===== src/rtl/mem_stage_lsu_pkg.sv =====
`default_nettype none
// ============================================================================
//  Module      : mem_stage_lsu_pkg
//  Description : Shared encodings and bus-width helpers for the MEM-stage LSU
//                (load opcodes, stall polarity, FSM state encodings).
//  Revision    : 1.0 - initial release
// ============================================================================
package mem_stage_lsu_pkg;

    // Load opcode encoding carried in the EX->MEM bus ld_op field
    localparam logic [2:0] c_LD_LB  = 3'd0;
    localparam logic [2:0] c_LD_LBU = 3'd1;
    localparam logic [2:0] c_LD_LH  = 3'd2;
    localparam logic [2:0] c_LD_LHU = 3'd3;
    localparam logic [2:0] c_LD_LW  = 3'd4;

    // Stall vector polarity
    localparam logic c_STOP    = 1'b1;
    localparam logic c_NO_STOP = 1'b0;

    // FSM state encodings
    localparam logic [1:0] c_ST_IDLE  = 2'd0;
    localparam logic [1:0] c_ST_WAIT  = 2'd1;
    localparam logic [1:0] c_ST_DONE  = 2'd2;
    localparam logic [1:0] c_ST_DRAIN = 2'd3;

    typedef enum logic [1:0] {
        S_IDLE  = c_ST_IDLE,
        S_WAIT  = c_ST_WAIT,
        S_DONE  = c_ST_DONE,
        S_DRAIN = c_ST_DRAIN
    } lsu_state_e;

    // EX->MEM bus: {pc, ld_op, addr_lo, ram_en, ram_wen, sel_rf_res, rf_we, rf_waddr, ex_result}
    function automatic int ex_width(input int data_w, input int pc_w);
        return pc_w + 3 + 2 + 1 + (data_w / 8) + 1 + 1 + 5 + data_w;
    endfunction

    // MEM->WB bus: {pc, rf_we, rf_waddr, rf_wdata}
    function automatic int wb_width(input int data_w, input int pc_w);
        return pc_w + 1 + 5 + data_w;
    endfunction

endpackage : mem_stage_lsu_pkg
`default_nettype wire


===== src/rtl/mem_stage_lsu_load_align.sv =====
`default_nettype none
// ============================================================================
//  Module      : load_align
//  Description : Combinational load alignment: picks the byte/half/word named
//                by ld_op and addr_lo out of a raw memory word and sign- or
//                zero-extends it to DATA_W.
//  Revision    : 1.0 - initial release
// ============================================================================
module load_align
    import mem_stage_lsu_pkg::*;
#(
    parameter int DATA_W = 32
) (
    input  logic [2:0]        ld_op,
    input  logic [1:0]        addr_lo,
    input  logic [DATA_W-1:0] raw,
    output logic [DATA_W-1:0] data
);

    logic [7:0]  w_byte;
    logic [15:0] w_half;

    // Lane selection; halves ignore addr_lo[0] so a misaligned half reads the enclosing half
    assign w_byte = raw[{addr_lo, 3'b000} +: 8];
    assign w_half = raw[{addr_lo[1], 4'b0000} +: 16];

    // Extension by opcode; unknown opcodes pass the word through
    always_comb begin
        data = raw;
        case (ld_op)
            c_LD_LB:  data = {{(DATA_W-8){w_byte[7]}}, w_byte};
            c_LD_LBU: data = {{(DATA_W-8){1'b0}}, w_byte};
            c_LD_LH:  data = {{(DATA_W-16){w_half[15]}}, w_half};
            c_LD_LHU: data = {{(DATA_W-16){1'b0}}, w_half};
            default:  data = raw;
        endcase
    end

endmodule : load_align
`default_nettype wire


===== src/rtl/mem_stage_lsu.sv =====
`default_nettype none
// ============================================================================
//  Module      : mem_stage_lsu
//  Description : MEM pipeline stage. Registers the EX->MEM bus, waits on the
//                data-memory response for loads (raising a stall request while
//                waiting), aligns load data and drives the MEM->WB bus and the
//                MEM-stage forwarding outputs.
//  Revision    : 1.0 - initial release
// ============================================================================
module mem_stage_lsu
    import mem_stage_lsu_pkg::*;
#(
    parameter  int DATA_W    = 32,
    parameter  int PC_W      = 32,
    parameter  int STALL_W   = 6,
    parameter  int STAGE_IDX = 3,
    localparam int EX_W      = ex_width(DATA_W, PC_W),
    localparam int WB_W      = wb_width(DATA_W, PC_W)
) (
    input  logic                clk,
    input  logic                rst,
    input  logic                flush,
    input  logic [STALL_W-1:0]  stall,
    input  logic [EX_W-1:0]     ex_to_mem_bus,
    input  logic                data_rvalid,
    input  logic [DATA_W-1:0]   data_rdata,
    output logic [WB_W-1:0]     mem_to_wb_bus,
    output logic                stallreq_mem,
    output logic                fwd_we,
    output logic [4:0]          fwd_waddr,
    output logic [DATA_W-1:0]   fwd_wdata
);

    localparam int c_NB = DATA_W / 8;

    logic [EX_W-1:0]    r_bus;
    lsu_state_e         r_state;
    logic [DATA_W-1:0]  r_hold;

    logic [PC_W-1:0]    w_pc;
    logic [2:0]         w_ld_op;
    logic [1:0]         w_addr_lo;
    logic               w_ram_en;
    logic [c_NB-1:0]    w_ram_wen;
    logic               w_sel_rf_res;
    logic               w_rf_we;
    logic [4:0]         w_rf_waddr;
    logic [DATA_W-1:0]  w_ex_result;
    logic               w_is_load;
    logic               w_stage_stop;
    logic               w_next_stop;
    logic [DATA_W-1:0]  w_src;
    logic [DATA_W-1:0]  w_ld_data;
    logic [DATA_W-1:0]  w_rf_wdata;

    // Field decode of the registered EX->MEM bus
    assign {w_pc, w_ld_op, w_addr_lo, w_ram_en, w_ram_wen,
            w_sel_rf_res, w_rf_we, w_rf_waddr, w_ex_result} = r_bus;

    assign w_is_load    = w_ram_en && (w_ram_wen == '0);
    assign w_stage_stop = (stall[STAGE_IDX]   == c_STOP);
    assign w_next_stop  = (stall[STAGE_IDX+1] == c_STOP);

    // EX->MEM register: flush, then bubble when WB moves on without us, then capture, else hold
    always_ff @(posedge clk or posedge rst) begin
        if (rst) begin
            r_bus <= '0;
        end else if (flush) begin
            r_bus <= '0;
        end else if (w_stage_stop && !w_next_stop) begin
            r_bus <= '0;
        end else if (!w_stage_stop) begin
            r_bus <= ex_to_mem_bus;
        end
    end

    // Load-response FSM and hold register for data that arrived while the stage was stopped
    always_ff @(posedge clk or posedge rst) begin
        if (rst) begin
            r_state <= S_IDLE;
            r_hold  <= '0;
        end else begin
            case (r_state)
                S_IDLE: begin
                    if (flush) begin
                        r_hold <= '0;
                    end else if (w_is_load && !data_rvalid) begin
                        r_state <= S_WAIT;
                    end
                end
                S_WAIT: begin
                    if (flush) begin
                        // A response in the flush cycle belongs to the killed load
                        r_state <= data_rvalid ? S_IDLE : S_DRAIN;
                    end else if (data_rvalid) begin
                        r_hold  <= data_rdata;
                        r_state <= w_stage_stop ? S_DONE : S_IDLE;
                    end
                end
                S_DONE: begin
                    if (flush) begin
                        r_state <= S_IDLE;
                        r_hold  <= '0;
                    end else if (!w_stage_stop) begin
                        r_state <= S_IDLE;
                    end
                end
                S_DRAIN: begin
                    // The outstanding response is for a flushed load; swallow it
                    if (data_rvalid) begin
                        r_state <= S_IDLE;
                    end
                end
                default: r_state <= S_IDLE;
            endcase
        end
    end

    // Stall request: a load is outstanding, or a stale response is still to be drained
    always_comb begin
        stallreq_mem = 1'b0;
        case (r_state)
            S_IDLE, S_WAIT: stallreq_mem = w_is_load && !data_rvalid;
            S_DRAIN:        stallreq_mem = w_is_load;
            default:        stallreq_mem = 1'b0;
        endcase
    end

    assign w_src = (r_state == S_DONE) ? r_hold : data_rdata;

    load_align #(
        .DATA_W (DATA_W)
    ) u_load_align (
        .ld_op   (w_ld_op),
        .addr_lo (w_addr_lo),
        .raw     (w_src),
        .data    (w_ld_data)
    );

    assign w_rf_wdata    = w_sel_rf_res ? w_ld_data : w_ex_result;

    assign mem_to_wb_bus = {w_pc, w_rf_we, w_rf_waddr, w_rf_wdata};
    assign fwd_we        = w_rf_we && !stallreq_mem;
    assign fwd_waddr     = w_rf_waddr;
    assign fwd_wdata     = w_rf_wdata;

endmodule : mem_stage_lsu
`default_nettype wire


===== config.mk =====
export PLATFORM = sky130hd
export DESIGN_NAME = mem_stage_lsu
export DESIGN_NICKNAME = d
export VERILOG_FILES = /design/src/rtl/mem_stage_lsu_pkg.sv /design/src/rtl/mem_stage_lsu_load_align.sv /design/src/rtl/mem_stage_lsu.sv
export SDC_FILE = /design/constraint.sdc
export NUM_CORES = 1
export LEC_CHECK = 0
export BUFFER_PORTS_ARGS = -buffer_cell sky130_fd_sc_hd__clkbuf_2
export CAP_MARGIN = 40
export CORE_ASPECT_RATIO = 1.2
export CORE_UTILIZATION = 53
export CTS_CLUSTER_DIAMETER = 50
export DETAILED_ROUTE_END_ITERATION = 6
export GPL_ROUTABILITY_DRIVEN = 0
export PLACE_DENSITY = 0.86
export SKIP_CTS_REPAIR_TIMING = 1
export SLEW_MARGIN = 40
export SYNTH_ARGS = -nofsm -noshare
export SYNTH_HDL_FRONTEND = slang
export SYNTH_SLANG_ARGS = --single-unit

===== constraint.sdc =====
create_clock -name clk -period 10.78 [get_ports clk]
set_input_delay 1.078 -clock clk [delete_from_list [all_inputs] [get_ports clk]]
set_output_delay 1.078 -clock clk [all_outputs]
set_load 0.05 [all_outputs]

* Word level (Yosys, flattened, before mapping)
Cells that the tools add are included.
** Word-level totals
- Memories kept :: 0
- Memory bits (read-only) :: 0
- Bits in latches :: 0
- Word-level logic and storage cells :: 56
- Register bits :: 115
- Bits in writable memories :: 0
- Output and inout bits :: 109
** Operators by class
- Bitwise operators :: 0
- Equality and inequality tests :: 15
- Mux-type cells :: 21
- Div/mod/pow operators :: 0
- Add/sub/neg operators :: 0
- Magnitude comparators :: 0
- Shift operators :: 2
- Multipliers :: 0
- Reduce and logical (&&, ||, !) cells :: 15
** Operators by type and width (count)
- $mux 81 :: 3
- $mux 32 :: 5
- $pmux 32 s4 :: 1
- $pmux 32 s2 :: 1
- $shiftx 32x6->16 :: 1
- $shiftx 32x6->8 :: 1
- $mux 2 :: 9
- $ne 2x2->1 const B :: 5
- $pmux 2 s4 :: 1
- $eq 3x2->1 const B :: 2
- $ne 3x3->1 const B :: 2
- $reduce_and 5->1 :: 1
- $eq 2x2->1 const B :: 2
- $logic_and 1x1->1 :: 4
- $logic_not 4->1 :: 1
- $reduce_and 4->1 :: 1
- $reduce_or 2->1 :: 2
- $eq 3x1->1 const B :: 1
- $logic_not 1->1 :: 3
- $logic_not 3->1 :: 1
- $ne 3x2->1 const B :: 1
- $eq 2x1->1 const B :: 1
- $logic_not 2->1 :: 1
- $ne 2x1->1 const B :: 1
- 2 further kinds :: 2

* Depth between registers and ports, before layout
- Depth in word-level cells :: 6
- Depth in mapped cells :: 9
- Mapped depth without buffers :: 5

* Hierarchy
A second synthesis with hierarchy kept.
** Unflattened totals
- Cells, all modules :: 535
- Area, all modules :: 6208.5 um2
** Modules (own cells, without submodules)
- mem_stage_lsu :: cells each 418, sequential area each 2877.8 um2, times used 1, area an instance 5500.3 um2
- load_align :: cells each 117, sequential area each 0.0 um2, times used 1, area an instance 708.2 um2

* Least setup slack after synthesis
No wires, ideal clock.
- Kind :: input-to-output
- Start :: in data_rdata[31]
- End :: out mem_to_wb_bus[14]
- Arrival time :: 3.361 ns
- Slack :: 6.341 ns
- Stages :: 6
- Path buffers :: 1
- Path through :: mux2i_1 > mux2_4 > o21ai_1 > a21oi_1 > a221oi_1 > buf_4
** On the way
- Cells in the longest elaborated chain, start to end :: 4
** RTL lines
- start, declared :: RTL line mem_stage_lsu.sv:26 : input logic [DATA_W-1:0] data_rdata,
- $mux 32 :: RTL line mem_stage_lsu.sv:129 : assign w_src = (r_state == S_DONE) ? r_hold : data_rdata;
- $shiftx 32x6->8 :: RTL line mem_stage_lsu_load_align.sv:24 : assign w_byte = raw[{addr_lo, 3'b000} +: 8];
- $pmux 32 s4 :: RTL line mem_stage_lsu_load_align.sv:30 : case (ld_op)
- $mux 32 :: RTL line mem_stage_lsu.sv:140 : assign w_rf_wdata = w_sel_rf_res ? w_ld_data : w_ex_result;
- end, declared :: RTL line mem_stage_lsu.sv:27 : output logic [WB_W-1:0] mem_to_wb_bus,
Every way passes these cells.

* Final worst setup path
- Start :: in data_rdata[15]
- End :: out mem_to_wb_bus[23]
** On the way
- Cells in the longest elaborated chain, start to end :: 4
** RTL lines (RTL line)
- $mux 32 (*) :: mem_stage_lsu.sv:129
- $shiftx 32x6->16 or $shiftx 32x6->8 (tied branches) :: mem_stage_lsu_load_align.sv:25, mem_stage_lsu_load_align.sv:24
- $pmux 32 s4 (*) :: mem_stage_lsu_load_align.sv:30
- $mux 32 (*) :: mem_stage_lsu.sv:140
Every way passes the cells marked *; elsewhere a longest branch is shown, timed or not.

==> impl_results.md <==
- Result of the run: complete, no violations
- Share of final-layout standard cells stronger than drive strength 1: 42.0%
- Number of slew-limit violations in the final report: 0
- Met3 GRT Util: 9.27%
- Worst Setup Start Kind: input pin
- First-pass GRT wire length: 26.7 mm
- Vias in the first global route: 5,106
- Count of fill cells added during filler insertion: 852
- Most common library cell in the layout ignoring fill and taps: sky130_fd_sc_hd__clkbuf_2
- IO buf count: 227
- Synthesis-to-layout area growth: 20.9%
- Root cell of the clock tree: sky130_fd_sc_hd__clkbuf_16
- Syn Area/Cell: 10.7 µm²
- Data required time of the critical path: 9.70 ns
- Detailed Routing Iterations Pass 1: 5
- Total number of yosys warnings: 0
- Combined flip-flop and latch cell area: 2880 µm²
- Routed wire per std cell: 20.0 µm
- TritonCTS clock tree: built
- Share of synthesized registers carrying an async set or reset: 100%
- Cell leakage power: 3.88 nW
- Multi-input gate area in the final layout: 2370 µm²
- Number of nets in the layout: 819
- Detail Route Antenna Nets: 0
- Fmax: 249 MHz
- Die Span Y: 119 µm
- Sum of routed wire length over all layers: 16.8 mm
- Pin count of the biggest net entering global routing: 79
- Arrival time reported for the critical path endpoint: 2.94 ns
- # DRC: 0
- Synthesized area: 6030 µm²
- Clock buffer count from CTS: 17
- Die area: 11,800 µm²
- Time the final worst path needs with I/O delays and setup: 4.01 ns
- Worst-Margin Slew: 0.746 ns
- Placed wire-length estimate after detailed placement: 11.9 mm
- Post-synth top flop: sky130_fd_sc_hd__dfrtp_1
- Syn Inst Count: 561
- Commonest cells after routing, fill and taps aside: sky130_fd_sc_hd__clkbuf_2, sky130_fd_sc_hd__a22o_1, sky130_fd_sc_hd__dfrtp_1
- Ports placed on the boundary: 232
- Largest buffer count on any clock path: 2
- Distinct cell type count of the synthesized netlist: 38
- Class of the worst hold path: reg -> reg
- Area of the placeable core: 11,000 µm²
- Congestion Overflow GR: 0
- Post-synth EDFFs: 0
- Die span in x: 99.3 µm
- Final worst-path cycle share: 37.2%
- Worst supply voltage drop on vdd: 0.109 mV
- Max Cap Violations: 0
- Seq cells post-synth: 115
- Met2 track utilization from global routing: 45.9%
- Global route hottest layer: met2
- Antenna violations before repair: 1
- Placement row count: 42
- Via density per instance: 5.97
- Worst slew margin relative to its limit: 50.3%
- Final sum of negative setup slack: 0 ns
- First-iteration detailed-routing DRC count: 291
- Setup repair after global routing missed its margin: no
- Sequential cell area fraction in the yosys report: 47.7%
- Maximum clock skew at final layout: 0.00681 ns
- Capturing element type of the critical path: output port
- Final count of hold timing violations: 0
- Total Power: 1.33 mW
- Setup slack of the worst register-to-register path: 9.00 ns
- CP Max Fanout: 10
- PD cells: 182 nW/µm²
- Mapped Nets: 684
- Critical Setup Path Class: in -> out
- Sinks on the clock net: 115
- Initial standard-cell utilization of the core: 54.6%
- Total setup violations reported at the end of the flow: 0
- Number of levels in the clock H-tree: 4
- Via count: 5,023
- Clock-pin slew reported for the worst setup and hold paths after clock tree synthesis: 0.05 ns
- Global routing usage summed across all routing layers: 29.6%
- Global routing met1 resource utilization: 36.8%
- Later-pin clock latency in the skew report: 0.41 ns
-- critical path: stages --
cell                       delay [ns]
sky130_fd_sc_hd__clkbuf_2        0.11
sky130_fd_sc_hd__mux2_1          0.29
sky130_fd_sc_hd__nand3_1         0.13
sky130_fd_sc_hd__a211oi_2        0.12
sky130_fd_sc_hd__o31ai_4         0.52
sky130_fd_sc_hd__buf_6           0.24
sky130_fd_sc_hd__a31oi_1         0.14
sky130_fd_sc_hd__clkbuf_2        0.30
-- per-layer routing --
metal / up-vias / routed length [µm]
li1: 2240 / -
met1: 2450 / 6710
met2: 274 / 7920
met4: 0 / 726
met3: 59 / 1480
met5: - / 0
-- cells in the mapped netlist (8+ instances only) --
cell type	count	area, µm²
sky130_fd_sc_hd__mux2i_1	24	240
sky130_fd_sc_hd__nand2_1	39	146
sky130_fd_sc_hd__o22ai_1	12	75.1
sky130_fd_sc_hd__mux2_2	9	101
sky130_fd_sc_hd__buf_4	76	571
sky130_fd_sc_hd__a22o_1	114	998
sky130_fd_sc_hd__o21a_1	8	60.1
sky130_fd_sc_hd__clkbuf_1	34	128
sky130_fd_sc_hd__dfrtp_1	115	2880
sky130_fd_sc_hd__nor2_1	36	135
sky130_fd_sc_hd__a21oi_1	20	100
sky130_fd_sc_hd__a21oi_2	8	70.1
-- per-stage QoR --
stage / utilization (%) / setup WS, ns / hold WS [ns] / std cells / area, µm²
floorplan: - / 6.34 / 0.459 / 561 / 6030
global placement: 60.0 / 6.53 / 0.476 / 808 / 6620
detailed placement: 60.2 / 6.77 / 0.480 / 809 / 6640
CTS: 66.0 / 6.76 / 0.499 / 841 / 7290
global route: 66.0 / 6.66 / 0.515 / 842 / 7290
finish: 66.0 / 6.77 / 0.497 / 842 / 7290
-- registers in the layout, indices dropped and copies added (netlist names) --
register,cells
r_hold,32
r_state,2
r_bus,81
-- final cells by class --
cell class                      count  area share [%]
Timing Repair Buffer              234            16.4
Antenna cell                        1          0.0343
Sequential cell                   115            39.5
Tap cell                          132            2.27
Clock buffer                       20            6.40
Clock inverter                     12            2.45
Multi-Input combinational cell    321            32.5
Inverter                            7           0.395
-- worst paths after layout --
| check | start | end | depth (start not counted) |
|---|---|---|---|
| worst max-delay path | data_rdata[15] | mem_to_wb_bus[23] | 8 |
| worst min-delay path | r_hold[27] | r_hold[27] | 1 |
| worst max register to register | r_state[1] | r_hold[10] | 6 |
| worst min register to register | r_hold[27] | r_hold[27] | 1 |
| max in group asynchronous | rst | r_bus[38] | 3 |
| min in group asynchronous | rst | r_bus[51] | 2 |
-- logic make-up (layout without fill, tap and decap cells) --
group	after synthesis	in the layout	share of synthesized area [%]
AO/OA/AOI/OAI	183	183	24.7
buffers and inverters	125	273	13.3
flip-flops	115	115	47.7
multiplexers	40	40	7.04
AND/OR/NAND/NOR	98	98	7.20
other	0	1	0
-- power by group --
group	leakage, nW	internal [mW]	total [mW]	switching, mW
logic	2.02	0.0678	0.257	0.189
registers	1.56	0.448	0.461	0.0131
clock network	0.308	0.405	0.611	0.206
Power figures use the tool's default switching activity.
